[src/rtl/pll_reset_sequencer_if.sv]
// -----------------------------------------------------------------------------
// pll_reset_sequencer_if
//
// Bundles the lock input and the staged reset outputs of pll_reset_sequencer.
//
// Parameters:
//   CHANNELS    number of reset outputs (1..16)
//
// Signals:
//   pll_lock    raw asynchronous PLL lock flag (into the sequencer)
//   rst_out     per-domain active-high resets (from the sequencer)
//   ready       high when every rst_out bit is 0
//   seq_state   sequencer state encoding, for debug
//   loss_count  saturating lock-loss counter, present only when
//               RESET_SEQ_LOSS_COUNT_EN is defined
//
// Modports:
//   master      the sequencer side (drives resets, reads pll_lock)
//   slave       the PLL wrapper / consumer side
// -----------------------------------------------------------------------------
interface pll_reset_sequencer_if #(
  parameter int CHANNELS = 3
);
  logic                pll_lock;
  logic [CHANNELS-1:0] rst_out;
  logic                ready;
  logic [1:0]          seq_state;
`ifdef RESET_SEQ_LOSS_COUNT_EN
  logic [7:0]          loss_count;
`endif

  modport master (
    input  pll_lock,
    output rst_out,
    output ready,
    output seq_state
`ifdef RESET_SEQ_LOSS_COUNT_EN
    , output loss_count
`endif
  );

  modport slave (
    output pll_lock,
    input  rst_out,
    input  ready,
    input  seq_state
`ifdef RESET_SEQ_LOSS_COUNT_EN
    , input  loss_count
`endif
  );
endinterface

[src/rtl/pll_reset_sequencer.sv]
// -----------------------------------------------------------------------------
// pll_reset_sequencer
//
// Turns the asynchronous PLL lock flag into staged synchronous active-high
// resets for up to 16 domains clocked from the PLL output. Lock is
// synchronised, must stay high for STABLE_CYCLES, then channel resets are
// released one by one every STAGGER_CYCLES. Any loss of synchronised lock
// re-asserts every reset at once.
//
// Optional feature macro: RESET_SEQ_LOSS_COUNT_EN adds the saturating
// loss_count output and its register.
//
// Ports:
//   i_clock   PLL output clock, the only clock
//   i_reset   synchronous active-high reset, overrides everything
//   bus       pll_reset_sequencer_if.master:
//               pll_lock (in), rst_out/ready/seq_state[/loss_count] (out)
//
// States:
//   state      | meaning
//   WAIT_LOCK  | all resets asserted, waiting for synchronised lock
//   STABLE     | counting consecutive locked cycles
//   RELEASE    | releasing one channel every STAGGER_CYCLES
//   RUN        | all channels released, ready high
// -----------------------------------------------------------------------------
module pll_reset_sequencer #(
  parameter int CHANNELS       = 3,
  parameter int STABLE_CYCLES  = 1024,
  parameter int STAGGER_CYCLES = 16,
  parameter int SYNC_STAGES    = 2
) (
  input  logic                  i_clock,
  input  logic                  i_reset,
  pll_reset_sequencer_if.master bus
);

  localparam int CNT_MAX = (STABLE_CYCLES > STAGGER_CYCLES) ? STABLE_CYCLES : STAGGER_CYCLES;
  localparam int CNT_W   = $clog2(CNT_MAX) + 1;
  localparam int IDX_W   = $clog2(CHANNELS) + 1;

  localparam logic [CNT_W-1:0]    STABLE_TC  = CNT_W'(STABLE_CYCLES - 1);
  localparam logic [CNT_W-1:0]    STAGGER_TC = CNT_W'(STAGGER_CYCLES - 1);
  localparam logic [IDX_W-1:0]    LAST_IDX   = IDX_W'(CHANNELS - 1);
  localparam logic [CHANNELS-1:0] ALL_ON     = '1;
  localparam logic [CHANNELS-1:0] CH_ONE     = CHANNELS'(1);

  typedef enum logic [1:0] {
    S_WAIT_LOCK = 2'd0,
    S_STABLE    = 2'd1,
    S_RELEASE   = 2'd2,
    S_RUN       = 2'd3
  } state_t;

  logic [SYNC_STAGES-1:0] r_sync;
  state_t                 r_state;
  logic [CNT_W-1:0]       r_cnt;
  logic [IDX_W-1:0]       r_idx;
  logic [CHANNELS-1:0]    r_rst_out;
  logic                   r_ready;
`ifdef RESET_SEQ_LOSS_COUNT_EN
  logic [7:0]             r_loss_count;
`endif

  logic w_lock_s;
  logic w_lost;

  assign w_lock_s = r_sync[SYNC_STAGES-1];
  // Any low cycle of the synchronised lock outside WAIT_LOCK is a full loss.
  assign w_lost   = (r_state != S_WAIT_LOCK) && !w_lock_s;

  always_ff @(posedge i_clock) begin
    if (i_reset) begin
      r_sync     <= '0;
      r_state    <= S_WAIT_LOCK;
      r_cnt      <= '0;
      r_idx      <= '0;
      r_rst_out  <= ALL_ON;
      r_ready    <= 1'b0;
`ifdef RESET_SEQ_LOSS_COUNT_EN
      r_loss_count <= '0;
`endif
    end else begin
      r_sync <= {r_sync[SYNC_STAGES-2:0], bus.pll_lock};

      if (w_lost) begin
        r_state   <= S_WAIT_LOCK;
        r_cnt     <= '0;
        r_idx     <= '0;
        r_rst_out <= ALL_ON;
        r_ready   <= 1'b0;
`ifdef RESET_SEQ_LOSS_COUNT_EN
        if (r_loss_count != 8'hFF) r_loss_count <= r_loss_count + 8'd1;
`endif
      end else begin
        case (r_state)
          S_WAIT_LOCK: begin
            r_cnt <= '0;
            r_idx <= '0;
            if (w_lock_s) r_state <= S_STABLE;
          end

          S_STABLE: begin
            if (r_cnt == STABLE_TC) begin
              r_cnt        <= '0;
              r_rst_out[0] <= 1'b0;
              // A single channel has nothing to stagger: go straight to RUN.
              if (CHANNELS == 1) begin
                r_state <= S_RUN;
                r_ready <= 1'b1;
                r_idx   <= '0;
              end else begin
                r_state <= S_RELEASE;
                r_idx   <= IDX_W'(1);
              end
            end else begin
              r_cnt <= r_cnt + CNT_W'(1);
            end
          end

          S_RELEASE: begin
            if (r_cnt == STAGGER_TC) begin
              r_cnt     <= '0;
              r_rst_out <= r_rst_out & ~(CH_ONE << r_idx);
              r_idx     <= r_idx + IDX_W'(1);
              if (r_idx == LAST_IDX) begin
                r_state <= S_RUN;
                r_ready <= 1'b1;
              end
            end else begin
              r_cnt <= r_cnt + CNT_W'(1);
            end
          end

          S_RUN: begin
          end

          default: begin
            r_state <= S_WAIT_LOCK;
          end
        endcase
      end
    end
  end

  assign bus.rst_out   = r_rst_out;
  assign bus.ready     = r_ready;
  assign bus.seq_state = r_state;
`ifdef RESET_SEQ_LOSS_COUNT_EN
  assign bus.loss_count = r_loss_count;
`endif

endmodule

[src/flat_wrapper.sv]
// flat-port wrapper written by rule: the top's interface ports become plain ports
module pll_reset_sequencer_flat 
#(
  parameter int CHANNELS       = 3,
  parameter int STABLE_CYCLES  = 1024,
  parameter int STAGGER_CYCLES = 16,
  parameter int SYNC_STAGES    = 2
)
  (i_clock, i_reset, bus_pll_lock, bus_rst_out, bus_ready, bus_seq_state);
  pll_reset_sequencer_if #(.CHANNELS(CHANNELS)) bus_i ();
  input  logic i_clock;
  input  logic i_reset;
  input wire logic [$bits(bus_i.pll_lock)-1:0] bus_pll_lock;
  output wire logic [$bits(bus_i.rst_out)-1:0] bus_rst_out;
  output wire logic [$bits(bus_i.ready)-1:0] bus_ready;
  output wire logic [$bits(bus_i.seq_state)-1:0] bus_seq_state;
  assign bus_i.pll_lock = bus_pll_lock;
  assign bus_rst_out = bus_i.rst_out;
  assign bus_ready = bus_i.ready;
  assign bus_seq_state = bus_i.seq_state;
  pll_reset_sequencer #(.CHANNELS(CHANNELS), .STABLE_CYCLES(STABLE_CYCLES), .STAGGER_CYCLES(STAGGER_CYCLES), .SYNC_STAGES(SYNC_STAGES)) u_core (.i_clock(i_clock), .i_reset(i_reset), .bus(bus_i));
endmodule
[config.mk]
export PLATFORM = sky130hd
export DESIGN_NAME = pll_reset_sequencer_flat
export DESIGN_NICKNAME = d
export VERILOG_FILES = /design/src/rtl/pll_reset_sequencer_if.sv /design/src/rtl/pll_reset_sequencer.sv /design/src/flat_wrapper.sv
export SDC_FILE = /design/constraint.sdc
export NUM_CORES = 1
export LEC_CHECK = 0
export CORE_MARGIN = 8
export CORE_UTILIZATION = 57
export CTS_CLUSTER_DIAMETER = 30
export DETAILED_ROUTE_END_ITERATION = 6
export PLACE_DENSITY_LB_ADDON = 0.25
export SLEW_MARGIN = 15
export SYNTH_ARGS = -nofsm -noshare
export SYNTH_HDL_FRONTEND = slang
export SYNTH_SLANG_ARGS = --single-unit
export TNS_END_PERCENT = 20
[constraint.sdc]
create_clock -name i_clock -period 2.4 [get_ports i_clock]
set_input_delay 0.36 -clock i_clock [delete_from_list [all_inputs] [get_ports i_clock]]
set_output_delay 0.36 -clock i_clock [all_outputs]
set_load 0.02 [all_outputs]
; After elaboration in Yosys (flattened, before gate mapping)
; Index checks and enable logic that the tools add are counted.
[word_totals]
reg_bits = 22
wordCells = 47
in_bits = 3
[classes]
bitwise_logic = 2
shift = 1
add_sub_neg = 2
reduce_logical = 12
eq_ne = 9
n_mux = 14
[ops]
columns = cell, n
row1 = 11-bit case mux with 3 select lines, 1
row2 = 11-bit 2-to-1 mux, 2
row3 = 11-bit by 1-bit adder with 11-bit output (second input constant), 1
row4 = 11-bit by 10-bit == test with 1-bit output (second input constant), 1
row5 = 11-bit by 4-bit == test with 1-bit output (second input constant), 1
row6 = 3-bit case mux with 3 select lines, 1
row7 = 3-bit AND reduction, 3
row8 = 2-bit 2-to-1 mux, 4
row9 = 2-bit by 1-bit != test with 1-bit output (second input constant), 4
row10 = 3-bit 2-to-1 mux, 2
row11 = 2-bit case mux with 3 select lines, 1
row12 = 5-bit AND reduction, 1
row13 = 2-bit nonzero test, 2
row14 = 3-bit by 1-bit adder with 3-bit output (second input constant), 1
row15 = 3-bit bitwise AND, 1
row16 = 3-bit by 2-bit == test with 1-bit output (second input constant), 1
row17 = 3-bit inverter, 1
row18 = 3-bit nonzero test, 1
row19 = 1-bit by 3-bit << shifter with 3-bit output (first input constant), 1
row20 = 2-bit by 1-bit == test with 1-bit output (second input constant), 1
row21 = 2-bit == test (second input constant), 1
row22 = 2-bit logical NOT, 1
row23 = 1-bit 2-to-1 mux, 2
row24 = 1-bit case mux with 2 select lines, 1
row25 = other kinds (4), 4

; Longest topological paths before layout
; Gate-level depths: netlist of the first run.
[logic_depth]
word_depth = 5
depth_mapped = 7
mapped_depth_nobuf = 6

; Worst setup path after synthesis of the first run
; No wires, ideal clock.
[synth_path]
kind = register to register
start = register u_core.r_state[0] (netlist: u_core.bus.seq_state[0])
end = register u_core.r_state[0] (netlist: u_core.bus.seq_state[0])
stages_incl_launch_ff = 7
arrival_time_ns = 1.719
n_path_buf = 0
setup_time_ns = 0.123
slack_ns = 0.558
cell_sequence = dfxtp_1 -> inv_1 -> ha_1 -> inv_1 -> a31oi_4 -> nor4_2 -> mux2_1
[synth_via]
elab_chain_len = 3
word_cells_on_any_way = 13
classes_between = 6 x eq/ne / 1 x mux / 6 x reduce/logical
[synth_lines]
columns = item, line_no
row1 = from (decl), pll_reset_sequencer.sv:55  ; state_t r_state;
row2 = from (signal assigned), pll_reset_sequencer.sv:74  ; r_state <= S_WAIT_LOCK;
row3 = from (signal assigned), pll_reset_sequencer.sv:86  ; r_state <= S_WAIT_LOCK;
row4 = from (signal assigned), pll_reset_sequencer.sv:99  ; if (w_lock_s) r_state <= S_STABLE;
row5 = "2-bit == test, or another cell as far along", pll_reset_sequencer.sv:95  ; case (r_state)
row6 = "2-bit by 1-bit != test with 1-bit output (no source line), or another cell as far along", -
row7 = 5-bit AND reduction (no source line) or 2-bit OR reduction (tied branches), -
; Several ways; a longest one is shown, not always the timed one.
; A chain may end at the register's enable or synchronous reset.

; Final worst setup path of the first run
[layout_path]
start = register u_core.r_cnt[0]
end = register u_core.r_state[0] (netlist: u_core.bus.seq_state[0])
[layout_via]
elab_chain_len = 3
word_cells_on_any_way = 5
classes_between = 4 x eq/ne / 1 x reduce/logical
[layout_lines]
columns = item, line_no
row1 = from (decl), pll_reset_sequencer.sv:56  ; logic [CNT_W-1:0] r_cnt;
row2 = from (signal assigned), pll_reset_sequencer.sv:116  ; r_cnt <= r_cnt + CNT_W'(1);
row3 = from (signal assigned), pll_reset_sequencer.sv:130  ; r_cnt <= r_cnt + CNT_W'(1);
row4 = 11-bit by 4-bit == test with 1-bit output or 11-bit by 10-bit == test with 1-bit output (tied branches), "pll_reset_sequencer.sv:121, pll_reset_sequencer.sv:103"
row5 = 2-bit by 1-bit != test with 1-bit output (no source line), -
row6 = 5-bit AND reduction (no source line) (*), -
row7 = to (signal assigned), pll_reset_sequencer.sv:112  ; r_state <= S_RELEASE;
row8 = to (signal assigned), pll_reset_sequencer.sv:126  ; r_state <= S_RUN;
row9 = to (signal assigned), pll_reset_sequencer.sv:138  ; r_state <= S_WAIT_LOCK;
; Every way passes the cells marked *; elsewhere a longest branch is shown, timed or not.

==> impl_results.md, run 1 <==
* Status: finished, final reports clean
* WL/cell at 14.22 um
* Drt first pass iters at 4
* Peak Freq at 482.5 MHz
* Critical path fanouts, max at 17
* Async SR Flop Fraction at 0
* Crit path from: u_core.r_cnt[0]
* Max_cap viols at 0
* Top_reg_cell synth: dfxtp_1
* Tcrit/Tclk final at 0.8636
* Routed wire length at 2702 um
* Post-DP Area at 0.001405 mm2
* CP endpoint kind: flip-flop
* Worst path max stage delay at 0.42 ns
* Initial core utilization at 0.6008
* Cell taking the most area after synthesis: dfxtp_1
* Ranking of synthesized cells by area: dfxtp_1, ha_1, nand2_1
* Metal2 WL at 1270 um
* Flops & latches, synth at 22
* Initial antenna violation count at 0
* Final Max Tran Viols at 0
* Clk slew on worst S/H paths at 0.10 ns
* Number of buffers created by CTS at 3
* EDFF count, synth at 0
* Leak at 0.5279 nW
* Synthesis Warnings at 0
* # port buffers at 8
* Design Power at 0.9055 mW
* Worst Slack Setup Final at 0.3274 ns
* Post-cts resize count at 0
* Metal1 wirelength at 1234 um
* TritonCTS Sinks at 22
* Most common library cells after synthesis: nand2_1, dfxtp_1, ha_1, inv_1, o21ai_0
* Power density over cell area at 634.3 mW/mm2
* Die width at 64.06 um
* Rel. slew slack at 0.4476
* CTS Buffer Depth at 2
* CP required at 2.60 ns
* Setup crit start kind: flip-flop
* Rows at 17
* Final HPWL DP at 2032 um
* Vias in the first global route at 1,080
* Top cell type's share of synthesized area at 0.3346
* Top sig layer: met4
* Vias after detailed routing at 1,174
* Setup violations, final at 0
* Worst-Margin Slew at 0.8259 ns
* Syn_nets at 169
* Die H at 64.06 um
* Filler Cell Count at 190
* VDD IR max at 0.4791 mV
* FF/Latch Area at 440.4 um2
* # DRC at 0
* Final Skew at 0.009335 ns
* CP arrival at 2.27 ns
* Crit-path cells: ha_1 > and3_1 > a31oi_2 > nor4_2 > mux2_1
* Post-synthesis instance total at 156
* Register area share after synthesis at 0.3346
* Multi-input logic area at 808.3 um2
* Antenna diode count at 0
* Crit Path Class: reg -> reg
* DR vias/cell at 6.179
* Post-CTS Setup Repair Bufs at 0
* Hold path start: u_core.r_sync[0]
* Overall Global Routing Usage at 0.1404
* Worst hold path class: reg -> reg
* Routed Antenna Nets at 0
* WL met3 at 167 um
* Cell Area, Synth at 0.001316 mm2
* Ports at 9
* First-pass GRT wire length at 4747 um
* RD Place Congestion at 0.8591
* Mean Syn Cell Area at 8.438 um2
* Fin area at 0.001428 mm2
* Most frequent cell after synthesis: nand2_1
* Setup TNS at 0 ns
* Slowest stage cell, crit path: nor4_2
* H-tree levels at 1
* Core ar. at 0.002191 mm2
* Pin count of the biggest net entering global routing at 19
* Tmin final at 2.073 ns
* RSZ-0062 raised after global routing: no
* DIE AREA at 0.004103 mm2
* Layout area overhead at 8.460%
* Clock Latency Late Sink at 0.31 ns
* CTS tree: yes
* Critical R2R Launch: u_core.r_cnt[0]
* Final hold viol count at 0
* Initial DRC count at 71
* Post-CTS Hold Buffers at 0
* Synth unique cells at 40
* Layout cells sized above 1 at 0.06173
* Pre-CTS setup slack at 0.3526 ns
* Nets at 177
* CTS root buffer: clkbuf_4
* GRT overflow at 0
-- sequential cells by signal, indices dropped and copies added, names as in the netlist --
name / cells
u_core.r_cnt: 11
u_core.bus.rst_out: 3
u_core.r_idx: 3
u_core.bus.seq_state: 2
u_core.r_sync: 2
u_core.bus.ready: 1
-- routing by layer --
layer	GRT usage	up-vias
li1	-	583
met1	0.1808	541
met2	0.2146	46
met3	0.03833	4
met4	0.05850	0
met5	0	-
-- worst max-delay path, delay by kind of cell, from the launching register on --
family	cells	cell delay [ns]
AO/OA/AOI/OAI	1	0.33
multiplexers	1	0.35
adder cells (fa/ha/maj)	1	0.24
AND/OR/NAND/NOR	2	0.65
flip-flops	1	0.40
-- through the flow --
| step | hold slack [ns] | cells | util |
|---|---|---|---|
| 2_1_floorplan | 0.4138 | 156 | - |
| 3_3_place_gp | 0.4360 | 187 | 0.6413 |
| 3_5_place_dp | 0.4515 | 187 | 0.6413 |
| 4_1_cts | 0.4686 | 190 | 0.6516 |
| 5_1_grt | 0.4820 | 190 | 0.6516 |
| 6_report | 0.4637 | 190 | 0.6516 |
-- placed cells by master (no fill, tap or decap), types with 2 or more instances in the layout --
cell / n
o31a_1: 2
nor4_1: 2
nand2_1: 25
nand2b_1: 2
o221ai_1: 7
ha_1: 10
and4b_1: 2
o21ai_0: 9
inv_1: 9
a21oi_1: 4
nor3_1: 3
dfxtp_1: 22
and2_1: 2
or4_1: 4
o31ai_1: 2
and3_1: 3
nand3_1: 8
o21a_1: 2
clkbuf_4: 3
clkdlybuf4s50_1: 8
o2111ai_1: 3
nor2_1: 8
nor2b_1: 5
-- path summary, 6_finish.rpt --
path                             endpoint  slack, ns  depth (start not counted)
setup reg to reg  u_core.bus.seq_state[0]       0.33                          5
setup / recovery  u_core.bus.seq_state[0]       0.33                          5
hold reg to reg          u_core.r_sync[1]       0.46                          1
hold / removal           u_core.r_sync[1]       0.46                          1
-- where the power goes --
group	switching (mW)	internal, mW
Sequential	0.0223	0.386
Combinational	0.212	0.122
Clock	0.104	0.0587
Total	0.339	0.567
-- cell type report --
| type | count | share of cell area |
|---|---|---|
| repair buffers | 9 | 0.06135 |
| inverters | 9 | 0.02366 |
| well taps | 28 | 0.02454 |
| multi-input cells | 119 | 0.5662 |
| flip-flops and latches | 22 | 0.3085 |
| clock buffers | 3 | 0.01578 |
-- cell families (layout without fill, tap and decap cells) --
logic type	after synthesis	count (layout)	synth area share
compound gates	37	37	0.2148
flops	22	22	0.3346
fa+ha+maj	10	10	0.09506
mux	2	2	0.01616
buf+inv	15	21	0.05133
simple gates	70	70	0.2880
(Power assumes the default switching activity.)
==> run 2, diff against run 1 <==
ABC_AREA = 0   (was unset)
REMOVE_ABC_BUFFERS = 1   (was unset)
==> impl_results.md, run 2 (same netlist as run 1, synthesis figures left out) <==
* Commonest non-fill, non-tap cell in the layout: nand2_1 (unchanged)
* Non-filler cells, final at 192 (was 190)
* CTS tree: yes (unchanged)
* Commonest non-fill, non-tap cells in the layout: nand2_1, dfxtp_1, ha_1 (unchanged)
* Initial core utilization at 0.6008 (unchanged)
* Post-CTS Setup Repair Bufs at 0 (unchanged)
* Initial DRC count at 49 (was 71)
* CP required at 2.62 ns (was 2.60 ns)
* Worst hold path class: reg -> reg (unchanged)
* Crit-path cells: ha_1 > and4b_1 > a31oi_4 > nor4_2 > mux2_1 (was ha_1 > and3_1 > a31oi_2 > nor4_2 > mux2_1)
* Routed wire length at 2922 um (was 2702 um)
* Final Skew at 0.009666 ns (was 0.009335 ns)
* CP arrival at 2.31 ns (was 2.27 ns)
* Worst path max stage delay at 0.44 ns (was 0.42 ns)
* Setup TNS at 0 ns (unchanged)
* Final Max Tran Viols at 0 (unchanged)
* Antenna diode count at 0 (unchanged)
* Layout cells sized above 1 at 0.07317 (was 0.06173)
* CTS root buffer: clkbuf_4 (unchanged)
* Final hold viol count at 0 (unchanged)
* Power density over cell area at 713.7 mW/mm2 (was 634.3 mW/mm2)
* Final Core Density at 0.6688 (was 0.6516)
* Hold depth at 1 (unchanged)
* Pin count of the biggest net entering global routing at 19 (unchanged)
* DIE AREA at 0.004103 mm2 (unchanged)
* Rows at 17 (unchanged)
* Post-cts resize count at 0 (unchanged)
* Worst-Margin Slew at 0.6765 ns (was 0.8259 ns)
* Critical path fanouts, max at 18 (was 17)
* Top sig layer: met4 (unchanged)
* Vias after detailed routing at 1,182 (was 1,174)
* Die width at 64.06 um (unchanged)
* Rel. slew slack at 0.5476 (was 0.4476)
* Slowest stage cell, crit path: nor4_2 (unchanged)
* Metal1 wirelength at 1253 um (was 1234 um)
* Clk slew on worst S/H paths at 0.13 ns (was 0.10 ns)
* CP endpoint kind: flip-flop (unchanged)
* DR vias/cell at 6.156 (was 6.179)
* RD Place Congestion at 0.7946 (was 0.8591)
* Leak at 0.5473 nW (was 0.5279 nW)
* Nets at 178 (was 177)
* Max_cap viols at 0 (unchanged)
* Vias in the first global route at 1,063 (was 1,080)
* # DRC at 0 (unchanged)
* Status: finished, final reports clean (unchanged)
* Fin area at 0.001465 mm2 (was 0.001428 mm2)
* Ports at 9 (unchanged)
* WL met3 at 140 um (was 167 um)
* Overall Global Routing Usage at 0.1403 (was 0.1404)
* # port buffers at 8 (unchanged)
* Post-DP Area at 0.001413 mm2 (was 0.001405 mm2)
* Final HPWL DP at 2180 um (was 2032 um)
* Initial antenna violation count at 0 (unchanged)
* Setup violations, final at 0 (unchanged)
* Number of buffers created by CTS at 3 (unchanged)
* GRT overflow at 0 (unchanged)
* CTS Buffer Depth at 2 (unchanged)
* Crit Path Class: reg -> reg (unchanged)
* Die H at 64.06 um (unchanged)
* H-tree levels at 1 (unchanged)
* Filler Cell Count at 180 (was 190)
* Tcrit/Tclk final at 0.8734 (was 0.8636)
* Setup crit start kind: flip-flop (unchanged)
* Drt first pass iters at 4 (unchanged)
* Routed Antenna Nets at 0 (unchanged)
* Tmin final at 2.096 ns (was 2.073 ns)
* Post-CTS Hold Buffers at 0 (unchanged)
* VDD IR max at 0.5113 mV (was 0.4791 mV)
* First-pass GRT wire length at 4733 um (was 4747 um)
* Layout area overhead at 11.31% (was 8.460%)
* Placed Cells incl. Taps at 188 (was 187)
* Clock Latency Late Sink at 0.31 ns (about the same)
* Top reg by flops: u_core.r_cnt (unchanged)
* Path depth of the worst reg2reg path at 5 (unchanged)
* Peak Freq at 477.1 MHz (was 482.5 MHz)
* Core ar. at 0.002191 mm2 (unchanged)
* RSZ-0062 raised after global routing: no (unchanged)
* Metal2 WL at 1486 um (was 1270 um)
* WL/cell at 15.22 um (was 14.22 um)
* Max FFs per register at 11 (unchanged)
* TritonCTS Sinks at 22 (unchanged)
[run 2: cell types whose count changed in the layout (fill, tap and decap cells not counted)]
| cell | previous run | this run |
|---|---|---|
| buf_4 | 1 | 2 |
| bufinv_16 | 0 | 1 |
[run 2: layout make-up]
| type | instances | area (um2) | share of cell area |
|---|---|---|---|
| multi-input combinational | 119 | 808.3 | 0.5517 |
| sequential | 22 | 440.4 | 0.3006 |
| timing repair buffer | 10 | 95.09 | 0.06490 |
| tap | 28 | 35.03 | 0.02391 |
| inverter | 9 | 33.78 | 0.02306 |
| clock inverter | 1 | 30.03 | 0.02050 |
| clock buffer | 3 | 22.52 | 0.01537 |
[run 2: critical path, delay by kind of cell, from the launching register on]
family	cells	cell delay (ns)
AND/OR/NAND/NOR	2	0.76
flip-flops	1	0.39
multiplexers	1	0.36
adder cells (fa/ha/maj)	1	0.25
AO/OA/AOI/OAI	1	0.24
[run 2: worst paths after layout]
check | start | endpoint | slack (ns)
setup reg to reg | u_core.r_cnt[0] | u_core.bus.seq_state[0] | 0.30
setup / recovery | u_core.r_cnt[0] | u_core.bus.seq_state[0] | 0.30
hold / removal | u_core.r_sync[0] | u_core.r_sync[1] | 0.45
hold reg to reg | u_core.r_sync[0] | u_core.r_sync[1] | 0.45
[run 2: metrics by stage]
stage                     total power, mW  hold slack [ns]  setup slack (ns)
after floorplan                    0.6465           0.4138            0.5171
after global placement             0.7506           0.4218            0.4400
after detailed placement           0.7644           0.4273            0.3620
after CTS                           1.053           0.4578            0.3368
after global routing                1.092           0.4631            0.2486
final                               1.046           0.4545            0.3038
[run 2: power breakdown]
part           leakage [nW]  internal, mW  switching (mW)
combinational         0.341         0.132           0.219
clock                0.0279         0.169           0.118
sequential            0.178         0.386          0.0213
total                 0.547         0.687           0.359
[run 2: layer usage]
layer / vias to the layer above / global-route usage
met5: - / 0
met4: 0 / 0.07242
met3: 6 / 0.02613
met2: 32 / 0.2434
met1: 556 / 0.1596
li1: 588 / -
